===== src/rtl/turbo_encoder_if.sv =====
// Turbo encoder stream bundle: 2-bit block input with bof/eof framing, 6-bit coded output,
// valid/ready on both sides; the encoder connects through the slave modport.
interface turbo_encoder_if;
  logic [5:0] param_sel;
  logic       i_valid;
  logic       i_bof;
  logic       i_eof;
  logic [1:0] i_data;
  logic       o_ready;
  logic       i_ready;
  logic       o_valid;
  logic       o_bof;
  logic       o_eof;
  logic [5:0] o_data;

  modport master (
    output param_sel, i_valid, i_bof, i_eof, i_data, i_ready,
    input  o_ready, o_valid, o_bof, o_eof, o_data
  );

  modport slave (
    input  param_sel, i_valid, i_bof, i_eof, i_data, i_ready,
    output o_ready, o_valid, o_bof, o_eof, o_data
  );
endinterface


===== src/rtl/turbo_encoder.sv =====
// Rate-1/3 LTE-style turbo encoder: buffers a block at 2 bits/cycle, then emits K/2 words of
// {x,z,z'} x2; first word 2 cycles after eof, input blocked (o_ready=0) and state frozen while stalled.
module turbo_encoder #(
  parameter int MAX_K = 256
) (
  input logic            clk,
  input logic            rst,
  turbo_encoder_if.slave bus
);
  localparam int WW = $clog2(MAX_K / 2);
  localparam int CW = WW + 1;

  typedef enum logic [1:0] {IDLE, LOAD, ENC} state_t;
  state_t state, state_nxt;

  logic [1:0]    mem [0:MAX_K/2-1];
  logic [2:0]    psel_q;
  logic [CW-1:0] wr_cnt;
  logic [CW-1:0] rd_cnt;
  logic          prime;
  logic [8:0]    pi_a;
  logic [8:0]    g_a;
  logic [2:0]    rsc1;
  logic [2:0]    rsc2;
  logic          o_valid_q;
  logic          o_bof_q;
  logic          o_eof_q;
  logic [5:0]    o_data_q;

  logic [8:0]    k_len, f1, f2, f2x2, g0;
  logic [CW-1:0] half_k;
  logic [8:0]    pi_b, g_b, pi_n, g_n;
  logic [CW-1:0] ia_w, ib_w;
  logic [1:0]    word_s, word_ia, word_ib;
  logic          u_a, u_b, ui_a, ui_b;
  logic [3:0]    r1a, r1b, r2a, r2b;
  logic [5:0]    enc_word;
  logic          wr_en, enter_enc, load_out, last_xfer;
  logic [WW-1:0] wr_addr;

  function automatic logic [8:0] mod_add(input logic [8:0] a, input logic [8:0] b,
                                         input logic [8:0] k);
    logic [8:0] sum;
    sum = a + b;
    return (sum >= k) ? sum - k : sum;
  endfunction

  // s = {s1, s2, s3}; returns {parity, next state}
  function automatic logic [3:0] rsc_step(input logic [2:0] s, input logic u);
    logic fb;
    fb = u ^ s[1] ^ s[0];
    return {fb ^ s[2] ^ s[0], fb, s[2], s[1]};
  endfunction

  always_comb begin
    k_len = 9'd112;
    f1    = 9'd41;
    f2    = 9'd84;
    case (psel_q)
      3'd1: begin k_len = 9'd40; f1 = 9'd3;  f2 = 9'd10; end
      3'd2: begin k_len = 9'd48; f1 = 9'd7;  f2 = 9'd12; end
      3'd3: begin k_len = 9'd56; f1 = 9'd19; f2 = 9'd42; end
      3'd4: begin k_len = 9'd64; f1 = 9'd7;  f2 = 9'd16; end
      default: ;
    endcase
  end

  assign half_k = CW'(k_len >> 1);
  assign f2x2   = mod_add(f2, f2, k_len);
  assign g0     = mod_add(f1, f2, k_len);

  // Two interleaver steps per cycle: a = pi(2j), b = pi(2j+1), n = pi(2j+2)
  assign pi_b = mod_add(pi_a, g_a, k_len);
  assign g_b  = mod_add(g_a, f2x2, k_len);
  assign pi_n = mod_add(pi_b, g_b, k_len);
  assign g_n  = mod_add(g_b, f2x2, k_len);

  // Words beyond the stored count read as zero, so short blocks are zero-filled
  always_comb begin
    ia_w    = CW'(pi_a >> 1);
    ib_w    = CW'(pi_b >> 1);
    word_s  = (rd_cnt < wr_cnt) ? mem[rd_cnt[WW-1:0]] : 2'b00;
    word_ia = (ia_w < wr_cnt) ? mem[ia_w[WW-1:0]] : 2'b00;
    word_ib = (ib_w < wr_cnt) ? mem[ib_w[WW-1:0]] : 2'b00;
    u_a     = word_s[1];
    u_b     = word_s[0];
    ui_a    = pi_a[0] ? word_ia[0] : word_ia[1];
    ui_b    = pi_b[0] ? word_ib[0] : word_ib[1];
  end

  assign r1a      = rsc_step(rsc1, u_a);
  assign r1b      = rsc_step(r1a[2:0], u_b);
  assign r2a      = rsc_step(rsc2, ui_a);
  assign r2b      = rsc_step(r2a[2:0], ui_b);
  assign enc_word = {u_a, r1a[3], r2a[3], u_b, r1b[3], r2b[3]};

  assign wr_en     = bus.i_valid && ((state == IDLE) ? bus.i_bof : (state == LOAD));
  assign wr_addr   = bus.i_bof ? '0 : wr_cnt[WW-1:0];
  assign enter_enc = (state != ENC) && (state_nxt == ENC);
  assign load_out  = (state == ENC) && !prime && (rd_cnt < half_k) &&
                     (!o_valid_q || bus.i_ready);
  assign last_xfer = o_valid_q && bus.i_ready && o_eof_q;

  always_ff @(posedge clk or posedge rst) begin
    if (rst) state <= IDLE;
    else     state <= state_nxt;
  end

  always_comb begin
    state_nxt   = state;
    bus.o_ready = 1'b1;
    case (state)
      IDLE: begin
        if (bus.i_valid && bus.i_bof) state_nxt = bus.i_eof ? ENC : LOAD;
      end
      LOAD: begin
        if (bus.i_valid) begin
          if (bus.i_bof)
            state_nxt = bus.i_eof ? ENC : LOAD;
          else if (bus.i_eof || (wr_cnt + CW'(1) >= half_k))
            state_nxt = ENC;
        end
      end
      ENC: begin
        bus.o_ready = 1'b0;
        if (last_xfer) state_nxt = IDLE;
      end
      default: state_nxt = IDLE;
    endcase
  end

  always_ff @(posedge clk) begin
    if (wr_en) mem[wr_addr] <= bus.i_data;
  end

  always_ff @(posedge clk or posedge rst) begin
    if (rst) begin
      psel_q    <= 3'd0;
      wr_cnt    <= '0;
      rd_cnt    <= '0;
      prime     <= 1'b0;
      pi_a      <= 9'd0;
      g_a       <= 9'd0;
      rsc1      <= 3'd0;
      rsc2      <= 3'd0;
      o_valid_q <= 1'b0;
      o_bof_q   <= 1'b0;
      o_eof_q   <= 1'b0;
      o_data_q  <= 6'd0;
    end else begin
      if (wr_en) begin
        if (bus.i_bof) begin
          wr_cnt <= CW'(1);
          psel_q <= (bus.param_sel < 6'd5) ? bus.param_sel[2:0] : 3'd0;
        end else begin
          wr_cnt <= wr_cnt + CW'(1);
        end
      end
      prime <= enter_enc;
      if (prime) begin
        pi_a   <= 9'd0;
        g_a    <= g0;
        rsc1   <= 3'd0;
        rsc2   <= 3'd0;
        rd_cnt <= '0;
      end else if (load_out) begin
        pi_a      <= pi_n;
        g_a       <= g_n;
        rsc1      <= r1b[2:0];
        rsc2      <= r2b[2:0];
        rd_cnt    <= rd_cnt + CW'(1);
        o_data_q  <= enc_word;
        o_bof_q   <= (rd_cnt == '0);
        o_eof_q   <= (rd_cnt == half_k - CW'(1));
        o_valid_q <= 1'b1;
      end else if (o_valid_q && bus.i_ready) begin
        o_valid_q <= 1'b0;
      end
    end
  end

  assign bus.o_valid = o_valid_q;
  assign bus.o_bof   = o_bof_q;
  assign bus.o_eof   = o_eof_q;
  assign bus.o_data  = o_data_q;
endmodule


===== src/flat_wrapper.sv =====
// flat-port wrapper written by rule: the top's interface ports become plain ports
module turbo_encoder_flat 
#(
  parameter int MAX_K = 256
)
  (clk, rst, bus_param_sel, bus_i_valid, bus_i_bof, bus_i_eof, bus_i_data, bus_i_ready, bus_o_ready, bus_o_valid, bus_o_bof, bus_o_eof, bus_o_data);
  turbo_encoder_if bus_i ();
  input logic clk;
  input logic rst;
  input wire logic [$bits(bus_i.param_sel)-1:0] bus_param_sel;
  input wire logic [$bits(bus_i.i_valid)-1:0] bus_i_valid;
  input wire logic [$bits(bus_i.i_bof)-1:0] bus_i_bof;
  input wire logic [$bits(bus_i.i_eof)-1:0] bus_i_eof;
  input wire logic [$bits(bus_i.i_data)-1:0] bus_i_data;
  input wire logic [$bits(bus_i.i_ready)-1:0] bus_i_ready;
  output wire logic [$bits(bus_i.o_ready)-1:0] bus_o_ready;
  output wire logic [$bits(bus_i.o_valid)-1:0] bus_o_valid;
  output wire logic [$bits(bus_i.o_bof)-1:0] bus_o_bof;
  output wire logic [$bits(bus_i.o_eof)-1:0] bus_o_eof;
  output wire logic [$bits(bus_i.o_data)-1:0] bus_o_data;
  assign bus_i.param_sel = bus_param_sel;
  assign bus_i.i_valid = bus_i_valid;
  assign bus_i.i_bof = bus_i_bof;
  assign bus_i.i_eof = bus_i_eof;
  assign bus_i.i_data = bus_i_data;
  assign bus_i.i_ready = bus_i_ready;
  assign bus_o_ready = bus_i.o_ready;
  assign bus_o_valid = bus_i.o_valid;
  assign bus_o_bof = bus_i.o_bof;
  assign bus_o_eof = bus_i.o_eof;
  assign bus_o_data = bus_i.o_data;
  turbo_encoder #(.MAX_K(MAX_K)) u_core (.clk(clk), .rst(rst), .bus(bus_i));
endmodule

===== config.mk =====
export PLATFORM = sky130hd
export DESIGN_NAME = turbo_encoder_flat
export DESIGN_NICKNAME = d
export VERILOG_FILES = /design/src/rtl/turbo_encoder_if.sv /design/src/rtl/turbo_encoder.sv /design/src/flat_wrapper.sv
export SDC_FILE = /design/constraint.sdc
export NUM_CORES = 1
export LEC_CHECK = 0
export BUFFER_PORTS_ARGS = -buffer_cell sky130_fd_sc_hd__buf_2
export CAP_MARGIN = 30
export CORE_MARGIN = 1
export CORE_UTILIZATION = 47
export DETAILED_ROUTE_END_ITERATION = 16
export PLACE_DENSITY = 0.71
export SETUP_SLACK_MARGIN = 0.5
export SLEW_MARGIN = 10
export SYNTH_ARGS = -nofsm -noshare
export SYNTH_HDL_FRONTEND = slang
export SYNTH_SLANG_ARGS = --single-unit

===== constraint.sdc =====
create_clock -name clk -period 7.15 [get_ports clk]
set_input_delay 1.43 -clock clk [delete_from_list [all_inputs] [get_ports clk]]
set_output_delay 1.43 -clock clk [all_outputs]
set_load 0.01 [all_outputs]

==> results.py <==
metrics = {
    "status": {
        "status": "completed",
    },
    "drt": {
        "drt_iter0_markers": 1661,
        "post_drt_wl_per_cell_um": 26.3,
        "viasPerCell": 6.56,
        "wl_mm": 55.8,
        "dr.pass1.iters": 6,
        "postRouteAntennaNets": 0,
        "dr_total_vias": 13900,
        "drc": 0,
    },
    "clocking": {
        "cts_tree": "built",
        "cts_root_buffer": "clkbuf_16",
        "clk_pin_slew_ns": 0.06,
        "clock_path_buffers": 3,
        "cts_max_level": 2,
        "cts_hold_buf": 0,
        "clock_latency_ns": 0.54,
        "cts_sinks": 311,
        "cts_buffers": 35,
    },
    "timing": {
        "hold_violations": 0,
        "drv_slew": 0,
        "slew_headroom_pct": 28.7,
        "setup_viol": 0,
        "period_share_pct": 89.9,
        "layout_min_cycle_time_ns": 6.43,
        "fmax_mhz": 156,
        "tns_ns": 0,
        "rsz0062_at_grt": "no",
        "worstMarginPinSlew_ns": 1.06,
        "fin_worst_skew_ns": 0.0108,
    },
    "layout": {
        "finalNetCount": 1630,
        "fin_util_pct": 53.5,
        "post_route_cells_drive_above_1_share_pct": 28.9,
        "syn_to_final_growth_pct": 11.1,
    },
    "worst_setup_path": {
        "worstReg2RegStart": "u_core.psel_q[2]$_DFFE_PP0P_",
        "path_common_cell": "nor2_4",
        "crit_start": "u_core.psel_q[2]$_DFFE_PP0P_",
        "slowest_delay_ns": 0.49,
        "r2r_setup_slack_ns": 0.72,
        "cp-start-kind": "flip-flop",
        "crit_family": "adder cells",
        "critPathRequiredTime_ns": 7.55,
        "cp_num_cells": 32,
        "regToRegEndpoint": "u_core.pi_a[5]$_DFFE_PP0N_",
        "cp.buffers_inverters": 4,
        "critPathKind": "reg -> reg",
        "path_max_fanout": 4,
        "crit_path_end": "u_core.pi_a[5]$_DFFE_PP0N_",
        "cp_slowest_cell": "fa_1",
        "critPathCaptureType": "flip-flop",
        "arrival_ns": 6.83,
        "reg2regPathDepth": 32,
    },
    "synth": {
        "ys_ff_latch": 311,
        "synthArstFlopShare_pct": 17.7,
        "synth_warnings": 0,
        "synth_most_common_cell": "edfxtp_1",
        "synth_flop_cell": "edfxtp_1",
        "ys_types": 82,
        "ys_seq_area_share_pct": 44.4,
        "synth_common_cells": "256 x edfxtp_1, 231 x mux4_2, 181 x nor2_1, 89 x nand2_1, 83 x ha_1",
        "synth-edff-count": 256,
        "yosys.area.top_type_share_pct": 37.7,
        "synthTopCellsByArea": "edfxtp_1 38%, mux4_2 25%, dfrtp_1 6.7%",
        "synth_largest_area_cell": "edfxtp_1",
        "syn_inst": 1487,
        "syn_area_um2": 20400,
        "syn_avg_cell_area_um2": 13.7,
    },
    "placed_design": {
        "gp_congestion": 0.914,
        "dpl.hpwl_mm": 36.4,
        "port_buffers": 23,
    },
    "grt": {
        "grt_pass1_wl_mm": 83.9,
        "grt_pass1_vias": 13800,
        "antenna_found_initial": 0,
        "grt_max_degree": 92,
        "overflow": 0,
        "grtUsageTotal_pct": 25.5,
    },
    "floorplanning": {
        "core_um2": 42400,
        "die_y_um": 210,
        "rows": 75,
        "dieArea_um2": 44300,
        "start_util_pct": 48.1,
        "die-width_um": 210,
        "ios": 24,
    },
    "min_path": {
        "min-delay-path-class": "reg -> reg",
    },
    "flow_run": {
        "cap_violations": 0,
    },
}
-- kinds of logic (layout without fill, tap and decap cells) --
logic type      count (synthesis)  after routing  share of synthesized area (%)
xor+xnor                       66             66                           2.90
simple gates                  394            394                           8.73
fa+ha+maj                      93             93                           6.07
mux                           277            277                           27.9
flops                         311            311                           44.4
compound gates                205            205                           6.97
other cells                     1              5                         0.0184
buf+inv                       140            195                           3.06
-- tightest hold or removal path: stages, from the launching register on --
cell	delay (ns)
dfrtp_1	0.34
nand2_1	0.05
nand2_1	0.05
-- flip-flops by register name (all words and copies together) (netlist names) --
register,cells
u_core.psel_q,3
u_core.mem,256
u_core.prime,1
u_core.rsc1,3
u_core.bus.o_eof,1
u_core.wr_cnt,8
u_core.bus.o_data,6
u_core.bus.o_valid,1
u_core.rsc2,3
u_core.rd_cnt,8
u_core.bus.o_bof,1
u_core.state,2
u_core.g_a,9
u_core.pi_a,9
-- per-layer routing --
layer / global-route usage, % / vias up / wire length (um)
met5: 0 / - / 0
met4: 10.8 / 0 / 2390
met3: 5.26 / 146 / 5740
met2: 39.7 / 783 / 26200
met1: 35.0 / 7071 / 21600
li1: - / 5933 / -
-- how the worst min path moves through the flow --
stage | start | to | slack (ns) | cells past startpoint
3_3_place_gp | u_core.bus.o_data[4]$_DFFE_PP0P_ | u_core.bus.o_data[4]$_DFFE_PP0P_ | 0.45 | 2
6_report | u_core.bus.o_data[2]$_DFFE_PP0P_ | u_core.bus.o_data[2]$_DFFE_PP0P_ | 0.47 | 2
2_1_floorplan | u_core.state[1]$_DFF_PP0_ | u_core.prime$_DFF_PP0_ | 0.48 | 1
3_5_place_dp | u_core.bus.o_data[2]$_DFFE_PP0P_ | u_core.bus.o_data[2]$_DFFE_PP0P_ | 0.46 | 2
5_1_grt | u_core.bus.o_bof$_DFFE_PP0P_ | u_core.bus.o_bof$_DFFE_PP0P_ | 0.52 | 2
4_1_cts | u_core.bus.o_data[2]$_DFFE_PP0P_ | u_core.bus.o_data[2]$_DFFE_PP0P_ | 0.47 | 2
-- through the flow --
stage / instance area (um^2) / cells / worst slack, ns / hold WS [ns]
floorplan: 20500 / 1490 / 0.507 / 0.477
global placement: 21200 / 2033 / 0.324 / 0.455
detailed placement: 21200 / 2036 / 0.0749 / 0.460
CTS: 22300 / 2101 / 0.519 / 0.474
global route: 22700 / 2122 / 0.346 / 0.517
finish: 22700 / 2123 / 0.720 / 0.469
-- placed cells by master (no fill, tap or decap), types with 9 or more instances in the layout --
master     instances
nand2b_1          15
buf_2             22
edfxtp_1         256
mux2i_1           33
nand3_1           23
dfrtp_1           48
nor2b_1           15
clkinv_1           9
nand3b_1           9
ha_1              80
a21o_1            34
a211oi_1          14
inv_1             38
clkbuf_16         36
and3_1             9
o21ai_0           44
mux2_2            11
nand2_1           89
clkbuf_1          10
nor3_1            14
xor2_1            20
xnor2_1           37
mux4_2           231
a21oi_1           33
buf_4             63
nor2_1           177
-- final cells by class --
class,count,area [um^2]
multi-input combinational,1039,11000
inverter,45,175
timing repair buffer,91,729
sequential,311,9080
fill,3455,19700
clock inverter,14,104
antenna,1,2.50
tap,577,722
clock buffer,45,913
-- what timing repair did --
action | in CTS | in global routing
buffers inserted | 6 | 19
resized for setup | 7 | 29
pin swaps | 4 | 17
setup endpoints to repair | 12 | 14
cloned | 0 | 0
Power is left out: the tool's default activity adds up to more than one toggle a clock period on the data nets, which glitch-free logic cannot reach.
